[src/rtl/ram_arb_pkg.sv]
// ram_arb_pkg: shared FSM/owner types and limits for the RAM port-A arbiter
package ram_arb_pkg;

    typedef enum logic [1:0] {ARB_IDLE, ARB_OWN0, ARB_OWN1} arb_state_t;
    typedef enum logic {OWN_M0, OWN_M1} arb_owner_t;

    localparam int ARB_MAX_READ_LATENCY = 3;
    localparam int ARB_CNT_W            = 8;

endpackage

[src/rtl/ram_arb_rdpipe.sv]
// ram_arb_rdpipe: DEPTH-deep {valid, owner} tag line that tracks granted reads until RAM data is due
module ram_arb_rdpipe
    import ram_arb_pkg::*;
#(
    parameter int DEPTH = 1
) (
    input  logic       clk,
    input  logic       resetN,
    input  logic       in_valid,
    input  arb_owner_t in_owner,
    output logic       out_valid,
    output arb_owner_t out_owner
);

    logic [DEPTH-1:0] valid;
    logic [DEPTH-1:0] owner;

    // shift each read tag toward the tap; reset squashes everything in flight
    always_ff @(posedge clk or negedge resetN) begin
        if (!resetN) begin
            valid <= '0;
            owner <= '0;
        end else begin
            valid[0] <= in_valid;
            owner[0] <= in_owner;
            for (int i = 1; i < DEPTH; i++) begin
                valid[i] <= valid[i-1];
                owner[i] <= owner[i-1];
            end
        end
    end

    assign out_valid = valid[DEPTH-1];
    assign out_owner = arb_owner_t'(owner[DEPTH-1]);

endmodule

[src/rtl/ram_port_arbiter.sv]
// ram_port_arbiter: shares data-RAM port A between ram_cache (m0) and a second master (m1).
// Default build: idle conflicts go to m0, except the single arbitration right after m0 is
// forced off a capped burst, which goes to m1. Define RAM_ARB_RR_EN for round-robin instead.
module ram_port_arbiter
    import ram_arb_pkg::*;
#(
    parameter int  DATA_WIDTH         = 16,
    parameter int  RAM_REGISTER_COUNT = 1024,
    parameter int  READ_LATENCY       = 1,
    parameter int  MAX_BURST          = 8,
    localparam int ADDR_W             = $clog2(RAM_REGISTER_COUNT)
) (
    input  logic                  clk,
    input  logic                  resetN,
    input  logic                  m0_req,
    input  logic                  m0_we,
    input  logic                  m0_lock,
    input  logic [ADDR_W-1:0]     m0_addr,
    input  logic [DATA_WIDTH-1:0] m0_wdata,
    output logic                  m0_gnt,
    output logic                  m0_rvalid,
    output logic [DATA_WIDTH-1:0] m0_rdata,
    input  logic                  m1_req,
    input  logic                  m1_we,
    input  logic                  m1_lock,
    input  logic [ADDR_W-1:0]     m1_addr,
    input  logic [DATA_WIDTH-1:0] m1_wdata,
    output logic                  m1_gnt,
    output logic                  m1_rvalid,
    output logic [DATA_WIDTH-1:0] m1_rdata,
    output logic [ADDR_W-1:0]     ram_address,
    output logic                  ram_write_m,
    output logic [DATA_WIDTH-1:0] ram_out_m,
    input  logic [DATA_WIDTH-1:0] ram_in_m
);

    localparam logic [ARB_CNT_W-1:0] CAP = ARB_CNT_W'(MAX_BURST);

    if (READ_LATENCY < 1 || READ_LATENCY > ARB_MAX_READ_LATENCY) begin : g_bad_latency
        $error("READ_LATENCY must be 1..%0d", ARB_MAX_READ_LATENCY);
    end

    arb_state_t            state, state_nx;
    logic [ARB_CNT_W-1:0]  burst_cnt, burst_cur, burst_nx;
    logic                  own_active, pick1, any_gnt, win_we, win_lock, other_req, forced;
    arb_owner_t            win;
    logic                  tap_valid;
    arb_owner_t            tap_owner;
    logic [DATA_WIDTH-1:0] hold0, hold1;
`ifdef RAM_ARB_RR_EN
    arb_owner_t            last;
`else
    logic                  force_m1;
`endif

    // grants from requests + registered state, next-state, and port-A mux
    always_comb begin
        own_active = (state == ARB_OWN0 && m0_req) || (state == ARB_OWN1 && m1_req);
`ifdef RAM_ARB_RR_EN
        pick1 = m1_req && (!m0_req || last == OWN_M0);
`else
        pick1 = m1_req && (!m0_req || force_m1);
`endif
        m1_gnt    = resetN && (own_active ? state == ARB_OWN1 : pick1);
        m0_gnt    = resetN && (own_active ? state == ARB_OWN0 : m0_req && !pick1);
        any_gnt   = m0_gnt || m1_gnt;
        win       = m1_gnt ? OWN_M1 : OWN_M0;
        win_we    = m1_gnt ? m1_we : m0_we;
        win_lock  = m1_gnt ? m1_lock : m0_lock;
        other_req = m1_gnt ? m0_req : m1_req;
        burst_cur = !own_active ? ARB_CNT_W'(1) : (burst_cnt >= CAP ? CAP : burst_cnt + 1'b1);
        forced    = any_gnt && win_lock && other_req && burst_cur == CAP;
        state_nx  = (!any_gnt || !win_lock || forced) ? ARB_IDLE : (m1_gnt ? ARB_OWN1 : ARB_OWN0);
        burst_nx  = state_nx == ARB_IDLE ? '0 : burst_cur;
        ram_write_m = any_gnt && win_we;
        ram_address = m1_gnt ? m1_addr : (m0_gnt ? m0_addr : '0);
        ram_out_m   = m1_gnt ? m1_wdata : (m0_gnt ? m0_wdata : '0);
    end

    // FSM state and length of the current locked burst
    always_ff @(posedge clk or negedge resetN) begin
        if (!resetN) begin
            state     <= ARB_IDLE;
            burst_cnt <= '0;
        end else begin
            state     <= state_nx;
            burst_cnt <= burst_nx;
        end
    end

`ifdef RAM_ARB_RR_EN
    // remember the most recent winner so the next conflict goes to the other side
    always_ff @(posedge clk or negedge resetN) begin
        if (!resetN)
            last <= OWN_M1;
        else
            last <= any_gnt ? win : last;
    end
`else
    // after m0 is forced off a capped burst, hand m1 the next arbitration once
    always_ff @(posedge clk or negedge resetN) begin
        if (!resetN)
            force_m1 <= 1'b0;
        else
            force_m1 <= (forced && m0_gnt) ? 1'b1 : ((any_gnt && !own_active) ? 1'b0 : force_m1);
    end
`endif

    ram_arb_rdpipe #(.DEPTH(READ_LATENCY)) u_rdpipe (
        .clk       (clk),
        .resetN    (resetN),
        .in_valid  (any_gnt && !win_we),
        .in_owner  (win),
        .out_valid (tap_valid),
        .out_owner (tap_owner)
    );

    assign m0_rvalid = tap_valid && tap_owner == OWN_M0;
    assign m1_rvalid = tap_valid && tap_owner == OWN_M1;
    assign m0_rdata  = m0_rvalid ? ram_in_m : hold0;
    assign m1_rdata  = m1_rvalid ? ram_in_m : hold1;

    // each port keeps showing its last delivered word until its next read returns
    always_ff @(posedge clk or negedge resetN) begin
        if (!resetN) begin
            hold0 <= '0;
            hold1 <= '0;
        end else begin
            hold0 <= m0_rdata;
            hold1 <= m1_rdata;
        end
    end

    a_one_grant: assert property (@(posedge clk) disable iff (!resetN) !(m0_gnt && m1_gnt));

endmodule
[config.mk]
export PLATFORM = sky130hd
export DESIGN_NAME = ram_port_arbiter
export DESIGN_NICKNAME = d
export VERILOG_FILES = /design/src/rtl/ram_arb_pkg.sv /design/src/rtl/ram_arb_rdpipe.sv /design/src/rtl/ram_port_arbiter.sv
export SDC_FILE = /design/constraint.sdc
export NUM_CORES = 1
export LEC_CHECK = 0
export ABC_AREA = 1
export CAP_MARGIN = 20
export CORE_MARGIN = 2
export CORE_UTILIZATION = 37
export DETAILED_ROUTE_END_ITERATION = 10
export PLACE_DENSITY = 0.81
export RECOVER_POWER = 100
export SLEW_MARGIN = 25
export SYNTH_ARGS = -nofsm -noshare
export SYNTH_HDL_FRONTEND = slang
export SYNTH_SLANG_ARGS = --single-unit
[constraint.sdc]
create_clock -name clk -period 1.5 [get_ports clk]
set_input_delay 0.15 -clock clk [delete_from_list [all_inputs] [get_ports clk]]
set_output_delay 0.15 -clock clk [all_outputs]
set_load 0.03 [all_outputs]
==> impl_results.md, run 1 <==
* Sw power at 0.00216 W
* FF-to-FF Start: force_m1
* P_int at about 0.0032 W
* Leak Pwr at approximately 2.2 nW
* Yosys Warn Count at 0
* Congestion Overflow GR at 0
* Cell Area, Synth at about 0.0022 mm^2
* Cells on worst reg2reg path at 10
* Ant diodes at 0
* H-tree depth at 2
* Layout Utilization at 0.828
* Critical path endpoint category: output port
* Final Cycle Share at 1.24
* Vias in the first global route at around 2.6k
* WP data arrival at roughly 1700 ps
* I/O pin total at between 100 and 150
* Initial core utilization at 0.377
* Max Clk Rate at around 540 MHz
* CTS root buf: clkbuf_8
* Finished Cell Area at between 0.004 and 0.005 mm^2
* CP Launch Type: register
* Final HPWL DP at slightly below 5000 um
* Final nets at 507
* Hold_buf cts at 0
* CTS clk-pin slew, worst paths at around 90 ps
* Final wirelength at 10400 um
* Fill count at between 300 and 400
* Failing checks: setup timing
* Tightest Pin Transition at about 1200 ps
* Min cycle time layout at around 1900 ps
* Critical Path RT at between 1000 and 1500 ps
* Worst hold path class: in -> async
* Gate power share at 0.545
* Fin. Hold Viols at 0
* R2R setup slack at -200 ps
* Syn Inst Count at 245
* Iteration-0 DRC Markers at approximately 130
* Clk pwr share at 0.151
* Synth top area share at 0.510
* Relative max-transition margin at 0.231
* Port bufs at between 100 and 150
* Pin count of the biggest net entering global routing at 46
* Fin worst setup slack at -358 ps
* Row count at 28
* Switching share of power at 0.401
* Tot GR Track Use at 0.287
* Die ar. at ~0.0066 mm^2
* Multi-input gate area at around 0.0014 mm^2
* Yosys cell types at 27
* Share of cells above drive strength 1 at 0.476
* Max FO, Critical Path at 8
* Final setup fails at 70
* RSZ-0062 raised after global routing: true
* Final Max Slew Viols at 0
* DR WL/cell at just over 20 um
* Worst R2R End: burst_cnt[0]
* Seq/Total Area, Yosys at 0.510
* Hold Slack at 260 ps
* CTS tree: yes
* Seq pwr share at 0.304
* Max IR drop VDD at approximately 1200 uV
* Max cap viols at 0
* Largest area contributor in the netlist: dfrtp_1
* Main area contributors after synthesis: dfrtp_1, a22o_1, nand2_1, o21ai_0, inv_1
* Vias at 2637
* Die H at just over 80 um
* Tot Pwr at between 0.005 and 0.006 W
* Layout area overhead at 119%
* Initial antenna violation count at 0
* Status: finished with violations
* Routed Antenna Nets at 0
* Setup tns final at -17960 ps
* Core Footprint at approximately 0.0059 mm^2
* PD cells at between 1000 and 1500 mW/mm^2
* DR pass1 iterations at 4
* Area after DPL at approximately 0.0038 mm^2
* Remaining DRCs at 0
* Total CTS buffers at 5
* Sink Count at 45
* Avg Synthesized Cell Area at around 9.0 um^2
* Via/cell ratio at approximately 5.2
* Clock Skews at slightly below 5 ps
* Die X at 81.3 um
* CP Class: reg -> out
* Seq cells post-synth at 45
* FF/Latch Area at around 0.0011 mm^2
* Max Buffers Root-to-Sink at 2
* Worst-skew pair later-pin latency at between 300 and 400 ps
* First-pass GRT wire length at 13800 um
* Placer Congestion at between 0.9 and 1
-- worst max-delay path, stage by stage, from the launching register on --
cell and delay, ps:
dfrtp_1 440, nor2_4 150, clkinv_4 120, clkbuf_2 280, nand2_2 170, o21ai_4 90, buf_6 140
-- area by class of cell --
class,instances,area share
Multi-Input combinational cell,156,0.286
Sequential cell,45,0.233
Timing Repair Buffer,186,0.415
Clock buffer,7,0.0178
Inverter,35,0.0292
Tap cell,75,0.0194
-- worst max path at each step --
stage	start	to	cells past startpoint
6_report	u_rdpipe.out_owner	m0_rdata[8]	6
5_1_grt	state[0]	ram_write_m	8
4_1_cts	force_m1	ram_write_m	10
3_5_place_dp	m0_req	ram_address[5]	8
3_3_place_gp	m0_req	ram_out_m[8]	8
2_1_floorplan	u_rdpipe.out_owner	hold1[0]	3
-- sequential cells by signal (all words and copies together) (netlist names) --
signal,cells
hold0,16
hold1,16
burst_cnt,8
state,2
force_m1,1
u_rdpipe.out_owner,1
u_rdpipe.out_valid,1
-- cell usage after synthesis --
| library cell | n |
|---|---|
| or2_1 | 1 |
| nand3_1 | 7 |
| a22o_1 | 26 |
| dfrtp_1 | 45 |
| nand2_4 | 2 |
| buf_12 | 1 |
| nand2_1 | 49 |
| ha_1 | 2 |
| conb_1 | 1 |
| nand3_2 | 1 |
| inv_4 | 1 |
| xor2_1 | 1 |
| nor2_1 | 15 |
| nor2_4 | 2 |
| o21ai_0 | 32 |
| a21oi_1 | 3 |
| nand4_1 | 4 |
| buf_6 | 5 |
| clkbuf_1 | 6 |
| o211ai_1 | 1 |
| a21oi_2 | 1 |
| o21ai_2 | 1 |
| inv_2 | 1 |
| o21ai_1 | 2 |
| nor2_2 | 1 |
| nand2_2 | 1 |
| inv_1 | 33 |
-- what timing repair did --
item | 4_1_cts | 5_1_grt
setup endpoints to repair | 64 | 72
pin swaps | 3 | 4
cloned | 7 | 0
resized for setup | 162 | 28
buffers inserted | 21 | 8
-- metal layers --
metal  global-route usage  wire length, um  vias to the layer above
li1                     -                -                     1174
met1                0.347             3860                     1314
met2                0.517             5610                      110
met3               0.0356              498                       39
met4                0.112              422                        0
met5                    0                0                        -
-- kinds of logic (layout without fill, tap and decap cells) --
family          after synthesis  after routing  share of synthesized area
other cells                   1              4                    0.00170
xor+xnor                      1              1                    0.00397
compound gates               66             66                      0.198
buf+inv                      47            228                      0.105
flops                        45             45                      0.510
fa+ha+maj                     2              2                     0.0113
simple gates                 83             83                      0.169
-- through the flow --
step           cells  setup slack, ps
5_1_grt          504             -423
2_1_floorplan    248            -85.2
3_5_place_dp     463             -276
6_report         504             -358
3_3_place_gp     463             -249
4_1_cts          498             -291
-- power groups by stage --
stage / Sequential, W / Clock (W) / Combinational (W)
floorplan: 0.00155 / 0 / 0.00125
global placement: 0.00156 / 0 / 0.00204
detailed placement: 0.00157 / 0 / 0.00207
CTS: 0.00162 / 0.000763 / 0.00279
global route: 0.00166 / 0.000855 / 0.00306
finish: 0.00164 / 0.000812 / 0.00294
-- cells in the final DEF, fill, tap and decap left out, types with 7 or more instances in the layout --
cell type | synthesis | routed
nand2_1 | 49 | 26
inv_1 | 33 | 30
a22o_1 | 26 | 18
buf_12 | 1 | 7
nand2_4 | 2 | 13
nand2_2 | 1 | 12
o21ai_4 | 0 | 31
clkdlybuf4s50_1 | 0 | 74
nor2_1 | 15 | 9
buf_4 | 0 | 30
dfrtp_1 | 45 | 44
buf_6 | 5 | 65
a22o_2 | 0 | 7
No activity file was read; power rests on OpenSTA's default activity.
==> inputs of run 2 (changes only) <==
TNS_END_PERCENT = 100   (was unset)
==> results of run 2 <==
No change in the layout: final DEF, timing and power equal those of run 1.
